## src/rtl/lib_cpu.sv

```systemverilog
// CPU-side bus geometry shared by the responder and its storage.
// Latency: n/a (constants only).
// Backpressure: n/a.
package lib_cpu;
  localparam int WORD_W     = 32;
  localparam int BYTE_OFF_W = 2;
endpackage

```

## src/rtl/lib_state.sv

```systemverilog
// State encoding for the memory responder FSM.
// Latency: n/a (types only).
// Backpressure: n/a.
package lib_state;
  typedef enum logic [1:0] {
    IDLE = 2'd0,
    BUSY = 2'd1,
    RESP = 2'd2
  } mem_state_t;
endpackage

```

## src/rtl/ctrl_bus_if.sv

```systemverilog
// Clock and reset bundle delivered to the responder.
// Latency: n/a (wires only).
// Backpressure: n/a.
interface ctrl_bus_if;
  logic clk;
  logic reset;
  modport dut (input clk, input reset);
endinterface

```

## src/rtl/word_ram.sv

```systemverilog
// Word-addressed backing store: synchronous write, combinational read, single shared address.
// Latency: write lands on the clock edge; read data follows addr in the same cycle.
// Backpressure: none; contents are deliberately not reset.
module word_ram
  import lib_cpu::*;
#(
  parameter int DEPTH_WORDS = 64,
  parameter int AW          = (DEPTH_WORDS > 1) ? $clog2(DEPTH_WORDS) : 1
) (
  input  logic              clk,
  input  logic              we,
  input  logic [AW-1:0]     addr,
  input  logic [WORD_W-1:0] wdata,
  output logic [WORD_W-1:0] rdata
);

  logic [WORD_W-1:0] mem [DEPTH_WORDS];

  // Commit a write on the rising edge; no reset so stored words survive it.
  always_ff @(posedge clk) begin
    if (we) mem[addr] <= wdata;
  end

  assign rdata = mem[addr];

endmodule

```

## src/rtl/mem_responder.sv

```systemverilog
// Memory slave answering one CPU access at a time after WAIT_CYCLES busy cycles.
// Latency: req sampled at end of cycle N gives a one-cycle ready pulse in cycle N+1+WAIT_CYCLES.
// Backpressure: req is ignored outside IDLE (no queuing); a held req is re-sampled in the next IDLE.
module mem_responder
  import lib_cpu::*;
  import lib_state::*;
#(
  parameter int WAIT_CYCLES = 2,
  parameter int DEPTH_WORDS = 64
) (
  ctrl_bus_if.dut           ctrl_bus,
  input  logic              req,
  input  logic              we,
  input  logic [WORD_W-1:0] addr,
  input  logic [WORD_W-1:0] wdata,
  output logic [WORD_W-1:0] rdata,
  output logic              ready,
  output logic              err
);

  localparam int AW = (DEPTH_WORDS > 1) ? $clog2(DEPTH_WORDS) : 1;
  localparam logic [3:0] CNT_LOAD = 4'((WAIT_CYCLES > 0) ? WAIT_CYCLES - 1 : 0);

  mem_state_t        state, state_d;
  logic [3:0]        cnt, cnt_d;
  logic              commit;

  logic              req_we;
  logic [WORD_W-1:0] req_addr;
  logic [WORD_W-1:0] req_wdata;

  logic              cur_we;
  logic [WORD_W-1:0] cur_addr;
  logic [WORD_W-1:0] cur_wdata;
  logic [WORD_W-1:0] word_num;
  logic              bad;
  logic              ram_we;
  logic [WORD_W-1:0] ram_rdata;
  logic              err_q;

  // With zero wait states the store is touched on the same edge the request
  // is sampled, so the live inputs stand in for the not-yet-latched copy.
  assign cur_we    = (state == IDLE) ? we    : req_we;
  assign cur_addr  = (state == IDLE) ? addr  : req_addr;
  assign cur_wdata = (state == IDLE) ? wdata : req_wdata;

  // Range check on the full word number so out-of-range addresses never alias
  // onto a low word once the index is truncated.
  assign word_num = cur_addr >> BYTE_OFF_W;
  assign bad      = (cur_addr[BYTE_OFF_W-1:0] != '0) ||
                    (word_num >= WORD_W'(DEPTH_WORDS));
  assign ram_we   = commit && cur_we && !bad && !ctrl_bus.reset;

  word_ram #(
    .DEPTH_WORDS (DEPTH_WORDS),
    .AW          (AW)
  ) u_word_ram (
    .clk   (ctrl_bus.clk),
    .we    (ram_we),
    .addr  (word_num[AW-1:0]),
    .wdata (cur_wdata),
    .rdata (ram_rdata)
  );

  // State and wait counter registers.
  always_ff @(posedge ctrl_bus.clk or posedge ctrl_bus.reset) begin
    if (ctrl_bus.reset) begin
      state <= IDLE;
      cnt   <= '0;
    end else begin
      state <= state_d;
      cnt   <= cnt_d;
    end
  end

  // Next-state logic; commit marks the edge that enters RESP.
  always_comb begin
    state_d = state;
    cnt_d   = cnt;
    commit  = 1'b0;
    case (state)
      IDLE: begin
        if (req) begin
          if (WAIT_CYCLES == 0) begin
            state_d = RESP;
            commit  = 1'b1;
          end else begin
            state_d = BUSY;
            cnt_d   = CNT_LOAD;
          end
        end
      end
      BUSY: begin
        if (cnt == '0) begin
          state_d = RESP;
          commit  = 1'b1;
        end else begin
          cnt_d = cnt - 4'd1;
        end
      end
      RESP:    state_d = IDLE;
      default: state_d = IDLE;
    endcase
  end

  // Capture the request fields when a new access is accepted.
  always_ff @(posedge ctrl_bus.clk or posedge ctrl_bus.reset) begin
    if (ctrl_bus.reset) begin
      req_we    <= 1'b0;
      req_addr  <= '0;
      req_wdata <= '0;
    end else if (state == IDLE && req) begin
      req_we    <= we;
      req_addr  <= addr;
      req_wdata <= wdata;
    end
  end

  // Load the response registers on entry to RESP; writes leave rdata alone.
  always_ff @(posedge ctrl_bus.clk or posedge ctrl_bus.reset) begin
    if (ctrl_bus.reset) begin
      rdata <= '0;
      err_q <= 1'b0;
    end else if (commit) begin
      err_q <= bad;
      if (bad)          rdata <= '0;
      else if (!cur_we) rdata <= ram_rdata;
    end
  end

  assign ready = (state == RESP);
  assign err   = ready && err_q;

endmodule

```

## src/flat_wrapper.sv

```systemverilog
// flat-port wrapper written by rule: the top's interface ports become plain ports
module mem_responder_flat import lib_cpu::*; import lib_state::*;
#(
  parameter int WAIT_CYCLES = 2,
  parameter int DEPTH_WORDS = 64
)
  (req, we, addr, wdata, rdata, ready, err, ctrl_bus_clk, ctrl_bus_reset);
  ctrl_bus_if ctrl_bus_i ();
  input  logic req;
  input  logic we;
  input  logic [WORD_W-1:0] addr;
  input  logic [WORD_W-1:0] wdata;
  output logic [WORD_W-1:0] rdata;
  output logic ready;
  output logic err;
  input wire logic [$bits(ctrl_bus_i.clk)-1:0] ctrl_bus_clk;
  input wire logic [$bits(ctrl_bus_i.reset)-1:0] ctrl_bus_reset;
  assign ctrl_bus_i.clk = ctrl_bus_clk;
  assign ctrl_bus_i.reset = ctrl_bus_reset;
  mem_responder #(.WAIT_CYCLES(WAIT_CYCLES), .DEPTH_WORDS(DEPTH_WORDS)) u_core (.ctrl_bus(ctrl_bus_i), .req(req), .we(we), .addr(addr), .wdata(wdata), .rdata(rdata), .ready(ready), .err(err));
endmodule
```

## config.mk

```make
export PLATFORM = sky130hd
export DESIGN_NAME = mem_responder_flat
export DESIGN_NICKNAME = d
export VERILOG_FILES = /design/src/rtl/lib_cpu.sv /design/src/rtl/lib_state.sv /design/src/rtl/ctrl_bus_if.sv /design/src/rtl/word_ram.sv /design/src/rtl/mem_responder.sv /design/src/flat_wrapper.sv
export SDC_FILE = /design/constraint.sdc
export NUM_CORES = 2
export LEC_CHECK = 0
export BUFFER_PORTS_ARGS = -buffer_cell sky130_fd_sc_hd__clkbuf_2
export CORE_MARGIN = 3
export CORE_UTILIZATION = 30
export CTS_BUF_LIST = sky130_fd_sc_hd__clkbuf_4 sky130_fd_sc_hd__clkbuf_8
export CTS_CLUSTER_SIZE = 28
export DETAILED_ROUTE_END_ITERATION = 16
export MAX_ROUTING_LAYER = met4
export PLACE_DENSITY = 0.48
export REMOVE_ABC_BUFFERS = 1
export SLEW_MARGIN = 25
export SYNTH_ARGS = -nofsm -noshare
export SYNTH_HDL_FRONTEND = slang
export SYNTH_SLANG_ARGS = --single-unit
```

## constraint.sdc

```tcl
create_clock -name ctrl_bus_clk -period 11.4 [get_ports ctrl_bus_clk]
set_input_delay 2.28 -clock ctrl_bus_clk [delete_from_list [all_inputs] [get_ports ctrl_bus_clk]]
set_output_delay 2.28 -clock ctrl_bus_clk [all_outputs]
set_load 0.02 [all_outputs]
```

; ---- Yosys cells after proc, flatten, opt, wreduce, memory -nomap -nowiden
; Memories as Yosys holds them, arrays and structs flattened.
; Index checks and enable logic that the tools add are counted.
[word_totals]
register_bits = 104
latchBits = 0
ram_bits = 2048
rom_bits = 0
in_bits = 68
out_inout_bits = 34
n_memories = 1
[memory_table]
columns = name, words, word_bits, rd, rd_clocked_by_memory_dff, write_ports, line
row1 = u_core.u_word_ram.mem, 64, 32, 1, 0, 1, word_ram.sv:17  ; logic [WORD_W-1:0] mem [DEPTH_WORDS];
[op_classes]
addsub = 1
n_mul = 0
n_div = 0
n_lt_le_gt_ge = 1
eq_ne = 6
n_shift = 0
n_mux = 15
n_bitwise = 0
reduce_logical = 15
[ops]
columns = op, count
row1 = two-way mux 32 bit, 4
row2 = >= comparator 30 x 7 -> 1 bit (second input constant), 1
row3 = two-way mux 4 bit, 2
row4 = case mux 4 bit (2 select lines), 1
row5 = != test 2 bit (second input constant), 3
row6 = logical AND 1 bit, 5
row7 = two-way mux 1 bit, 5
row8 = logical NOT 4 bit, 1
row9 = two-way mux 2 bit, 2
row10 = case mux 2 bit (2 select lines), 1
row11 = AND reduction 2 bit, 2
row12 = nonzero test 2 bit, 2
row13 = subtractor 4 x 1 -> 4 bit (second input constant), 1
row14 = AND reduction 3 bit, 1
row15 = equality test 2 x 1 -> 1 bit (second input constant), 1
row16 = equality test 2 bit (second input constant), 1
row17 = logical NOT 1 bit, 2
row18 = logical NOT 2 bit, 1
row19 = != test 2 x 1 -> 1 bit (second input constant), 1
row20 = logical OR 1 bit, 1

; ---- Depth between registers and ports, before layout
[logic_depth]
ltp_word = 9
depth_mapped = 13

; ---- By module
; From an unflattened synthesis, not the netlist that was laid out.
[unflattened]
cells_unflattened = 4523
area_unflattened_um2 = 82864.5
[by_module_without_submodules]
columns = module, n_inst, cells_each, area_each_um2, seq_area_each_um2
row1 = word_ram, 1, 4207, 78287.6, 61499.0
row2 = mem_responder, 1, 316, 4576.9, 2602.5

; ---- Least setup slack after synthesis
; Ideal clock, no wire load.
[synth_timing]
kind = input-to-reg
start = input port addr[14]
end = memory u_core.u_word_ram.mem[17][0] (enable)
setup_ns = 0.421
t_arrival_ns = 5.452
required_ns = 10.979
path_slack_ns = 5.526
stages = 9
cell_sequence = nor4_1 -> nand4_1 -> nor2_1 -> nor2_1 -> or4b_2 -> clkbuf_1 -> or2_2 -> clkbuf_1 -> nor2_1
[synth_between]
elab_chain_len = 8
[synth_lines]
columns = item, line
row1 = from (decl), flat_wrapper.sv:11  ; input logic [WORD_W-1:0] addr;
row2 = two-way mux 32 bit, mem_responder.sv:44  ; assign cur_addr = (state == IDLE) ? addr : req_addr;
row3 = >= comparator 30 x 7 -> 1 bit, mem_responder.sv:51  ; (word_num >= WORD_W'(DEPTH_WORDS));
row4 = logical OR 1 bit, mem_responder.sv:50  ; assign bad = (cur_addr[BYTE_OFF_W-1:0] != '0) ||
row5 = logical NOT 1 bit, mem_responder.sv:52  ; assign ram_we = commit && cur_we && !bad && !ctrl_bus.reset;
row6 = logical AND 1 bit (2 in series), mem_responder.sv:52
row7 = two-way mux 1 bit, word_ram.sv:21  ; if (we) mem[addr] <= wdata;
row8 = two-way mux 1 bit (not written as such), word_ram.sv:21
row9 = to (decl), word_ram.sv:17
; No other way between the ends.

; ---- Final worst setup path
[layout_timing]
start = register u_core.state[0]
end = memory u_core.u_word_ram.mem[48][16] (enable)
[layout_between]
elab_chain_len = 9
[layout_lines]
columns = item, line
row1 = from (decl), mem_responder.sv:24  ; mem_state_t state, state_d;
row2 = from (signal assigned), mem_responder.sv:71  ; state <= state_d;
row3 = logical NOT 2 bit, "mem_responder.sv:43, mem_responder.sv:44"
row4 = two-way mux 32 bit, mem_responder.sv:44
row5 = >= comparator 30 x 7 -> 1 bit / nonzero test 2 bit (equally long branches), "mem_responder.sv:51, mem_responder.sv:50"
row6 = logical OR 1 bit, mem_responder.sv:50
row7 = logical NOT 1 bit, mem_responder.sv:52
row8 = logical AND 1 bit (2 in series), mem_responder.sv:52
row9 = two-way mux 1 bit, word_ram.sv:21
row10 = two-way mux 1 bit (not written as such), word_ram.sv:21
; Several ways; a longest one is shown, not always the timed one.

==> run summary <==
status -> completed
initial antenna violation count -> 18
DP Worst Slack -> 4.71 ns
Worst-Margin Slew -> 1.17 ns
r2r worst-path depth -> 8
Final Cycle Share -> 0.508
port bufs -> 101
Cell Area, Placed -> 87100 sq um
RSZ-0062 raised after global routing -> false
# fillers -> 25700
minimum clock period -> 5.79 ns
slowest stage delay, CP -> 0.89 ns
peak supply drop -> 0.230 mV
layout cells sized above 1 -> 0.185
Hold WS -> 0.506 ns
crit-path most repeated cell -> or2_2
Top Layer Used -> met4
vias in the first global route -> 50500
Routed Antenna Nets -> 0
Worst Hold Class -> flop to flop
Gate Count Post-Synth -> 5244
met3 wire len -> 29.7 mm
largest net degree at the start of global routing -> 135
largest cells by area after synthesis -> edfxtp_1 (75%), nand2_1 (4.1%), dfrtp_1 (3.2%)
max_slew headroom -> 0.223
Layout Cells excl Fill -> 9389
sequential share of the synthesized area -> 0.787
H-tree depth -> 5
routed vias -> 53000
GP Congestion -> 0.832
total grt overflow -> 0
mean number of vias per cell -> 5.64
Initial Util -> 0.303
synth cell count leaders -> edfxtp_1 (2048), nand2_1 (881), o22ai_1 (412)
Setup WS post-layout -> 5.61 ns
Final Hold Viols -> 0
worst hold start -> u_core.cnt[0]
crit path capture -> u_core.u_word_ram.mem[48][16]
DR pass1 iterations -> 7
Wirelength per Cell -> 34.3 microns
CTS Buf Count -> 379
number of flops mapped to enable cells by yosys -> 2048
Post-synth top flop -> edfxtp_1
Final setup viols -> 0
number of remaining DRC errors -> 0
Top delay family on crit path -> simple AND/OR/NAND/NOR gates
Req. time, crit path -> 12.05 ns
crit path launch type -> flop
post-synthesis average cell area -> 15.5 sq um
count leader, synth -> edfxtp_1
capture point of the worst reg-to-reg path -> u_core.u_word_ram.mem[48][16]
clk root buf -> clkbuf_8
IO Pins -> 102
fraction of registers with async set/reset -> 0.0483
Reg area -> 64100 sq um
Slew Limit Fails -> 0
FF-to-FF setup slack -> 5.61 ns
Worst Setup SP -> u_core.state[0]
Cell variety after synth -> 79
worst-case clock buffer depth -> 4
reg-to-reg critical path startpoint -> u_core.state[0]
Total GRT Usage -> 0.231
largest area contributor in the synthesized netlist -> edfxtp_1
CTS tree -> yes
leak pwr -> 0.0305 uW
sink count of the clock tree -> 2152
worst-path fanout max -> 26
wl on met1 -> 132 mm
Power Density -> 278 nW/um^2
final setup TNS -> 0 ns
critical path cell sequence -> or2_2 -> nand3_1 -> nor3_1 -> nor2_1 -> or4b_2 -> or2_2 -> nor2_4 -> buf_4
total die area -> 278000 sq um
Area Growth Syn to Fin -> 15.6%
Max-Cap Viols -> 0
met2 WL -> 149 mm
cts hold-fix bufs -> 0
clk slew on worst S/H paths -> 0.06 ns
multi-input logic area -> 16500 sq um
final wirelength -> 322 mm
first-pass GRT wire length -> 434 mm
CP Depth -> 8
post-synth top area share -> 0.755
Inst Count DP -> 8732
CP Class -> flop to flop
cell area after layout -> 94200 sq um
CORE AREA -> 269000 sq um
die width -> 527 microns
#FFs+latches synth -> 2152
first-iteration detailed-routing DRC count -> 7738
WP buf/inv -> 1
Crit-path slowest cell -> or2_2
Max Clock Freq -> 0.173 GHz
Critical Path Sink Type -> flop
Layout Nets -> 5630
Clock Latency Late Sink -> 1.10 ns
number of core rows -> 190
buffers inserted by post-CTS timing repair -> 0
yosys warns -> 0
DP HPWL -> 172 mm
Post-Syn Area -> 81500 sq um
post_cts resized -> 0
final clock skew -> 0.0978 ns
crit path DAT -> 6.43 ns
chip height -> 527 microns
==> registers in the layout, indices dropped and copies added (netlist names) <==
register,cells
u_core.req_wdata,32
u_core.cnt,4
u_core.u_word_ram.mem,2048
u_core.req_addr,32
u_core.err_q,1
u_core.rdata,32
u_core.req_we,1
u_core.state,2
==> through the flow <==
stage / power [uW] / util
6_report: 26200 / 0.350
5_1_grt: 27100 / 0.350
4_1_cts: 26200 / 0.350
3_5_place_dp: 19400 / 0.324
3_3_place_gp: 19300 / 0.323
2_1_floorplan: 15700 / -
==> layer usage <==
metal,up-vias,track usage
li1,21400,-
met1,27900,0.309
met5,-,-
met3,529,0.0412
met2,3188,0.358
met4,0,0.0725
==> worst min-delay path by stage <==
| stage | slack (ns) | to | cells past startpoint |
|---|---|---|---|
| after floorplan | 0.46 | u_core.cnt[0] | 1 |
| after global placement | 0.48 | u_core.cnt[0] | 1 |
| after detailed placement | 0.49 | u_core.cnt[0] | 1 |
| after CTS | 0.50 | u_core.cnt[0] | 1 |
| after global routing | 0.52 | u_core.req_wdata[6] | 1 |
| final | 0.51 | u_core.cnt[0] | 1 |
==> where the power goes <==
part           total [uW]  internal (uW)  leakage [uW]  switching (uW)
Combinational        8840           1930       0.00695            6920
Sequential          10500          10400        0.0198            94.0
Clock                6870           3690       0.00376            3170
==> layout by cell type (no fill, tap or decap), drive strengths merged, types with 16 or more instances in the layout <==
| cell type | netlist | routed |
|---|---|---|
| edfxtp | 2048 | 2048 |
| nand2 | 883 | 883 |
| clkbuf | 112 | 621 |
| o22ai | 412 | 412 |
| nor2 | 203 | 203 |
| buf | 232 | 179 |
| a21oi | 178 | 178 |
| nand3 | 150 | 150 |
| a32oi | 123 | 123 |
| clkinv | 0 | 120 |
| dfrtp | 104 | 104 |
| mux2i | 99 | 99 |
| a31oi | 91 | 91 |
| mux2 | 71 | 71 |
| a211oi | 64 | 64 |
| nor4 | 53 | 53 |
| and3 | 47 | 47 |
| o21ai | 41 | 41 |
| a32o | 40 | 40 |
| o31ai | 29 | 29 |
| nor3 | 26 | 26 |
| o41ai | 20 | 20 |
| or4 | 19 | 19 |
| o22a | 18 | 18 |
| o221ai | 17 | 17 |
| o32ai | 16 | 16 |
==> cells by family after synthesis <==
logic type | after synthesis | synth area share
fa+ha+maj | 1 | 0.000154
xor+xnor | 2 | 0.000215
simple gates | 1432 | 0.0748
compound gates | 1136 | 0.0964
flops | 2152 | 0.787
mux | 170 | 0.0220
buf+inv | 351 | 0.0196
==> area by class of cell <==
cell class                      count  area share
Timing Repair Buffer              280      0.0213
Antenna cell                        8    0.000213
Sequential cell                  2152       0.680
Clock inverter                    129     0.00737
Tap cell                         3552      0.0472
Clock buffer                      520      0.0675
Multi-Input combinational cell   2741       0.176
Inverter                            7    0.000332
Power figures use the tool's default switching activity.
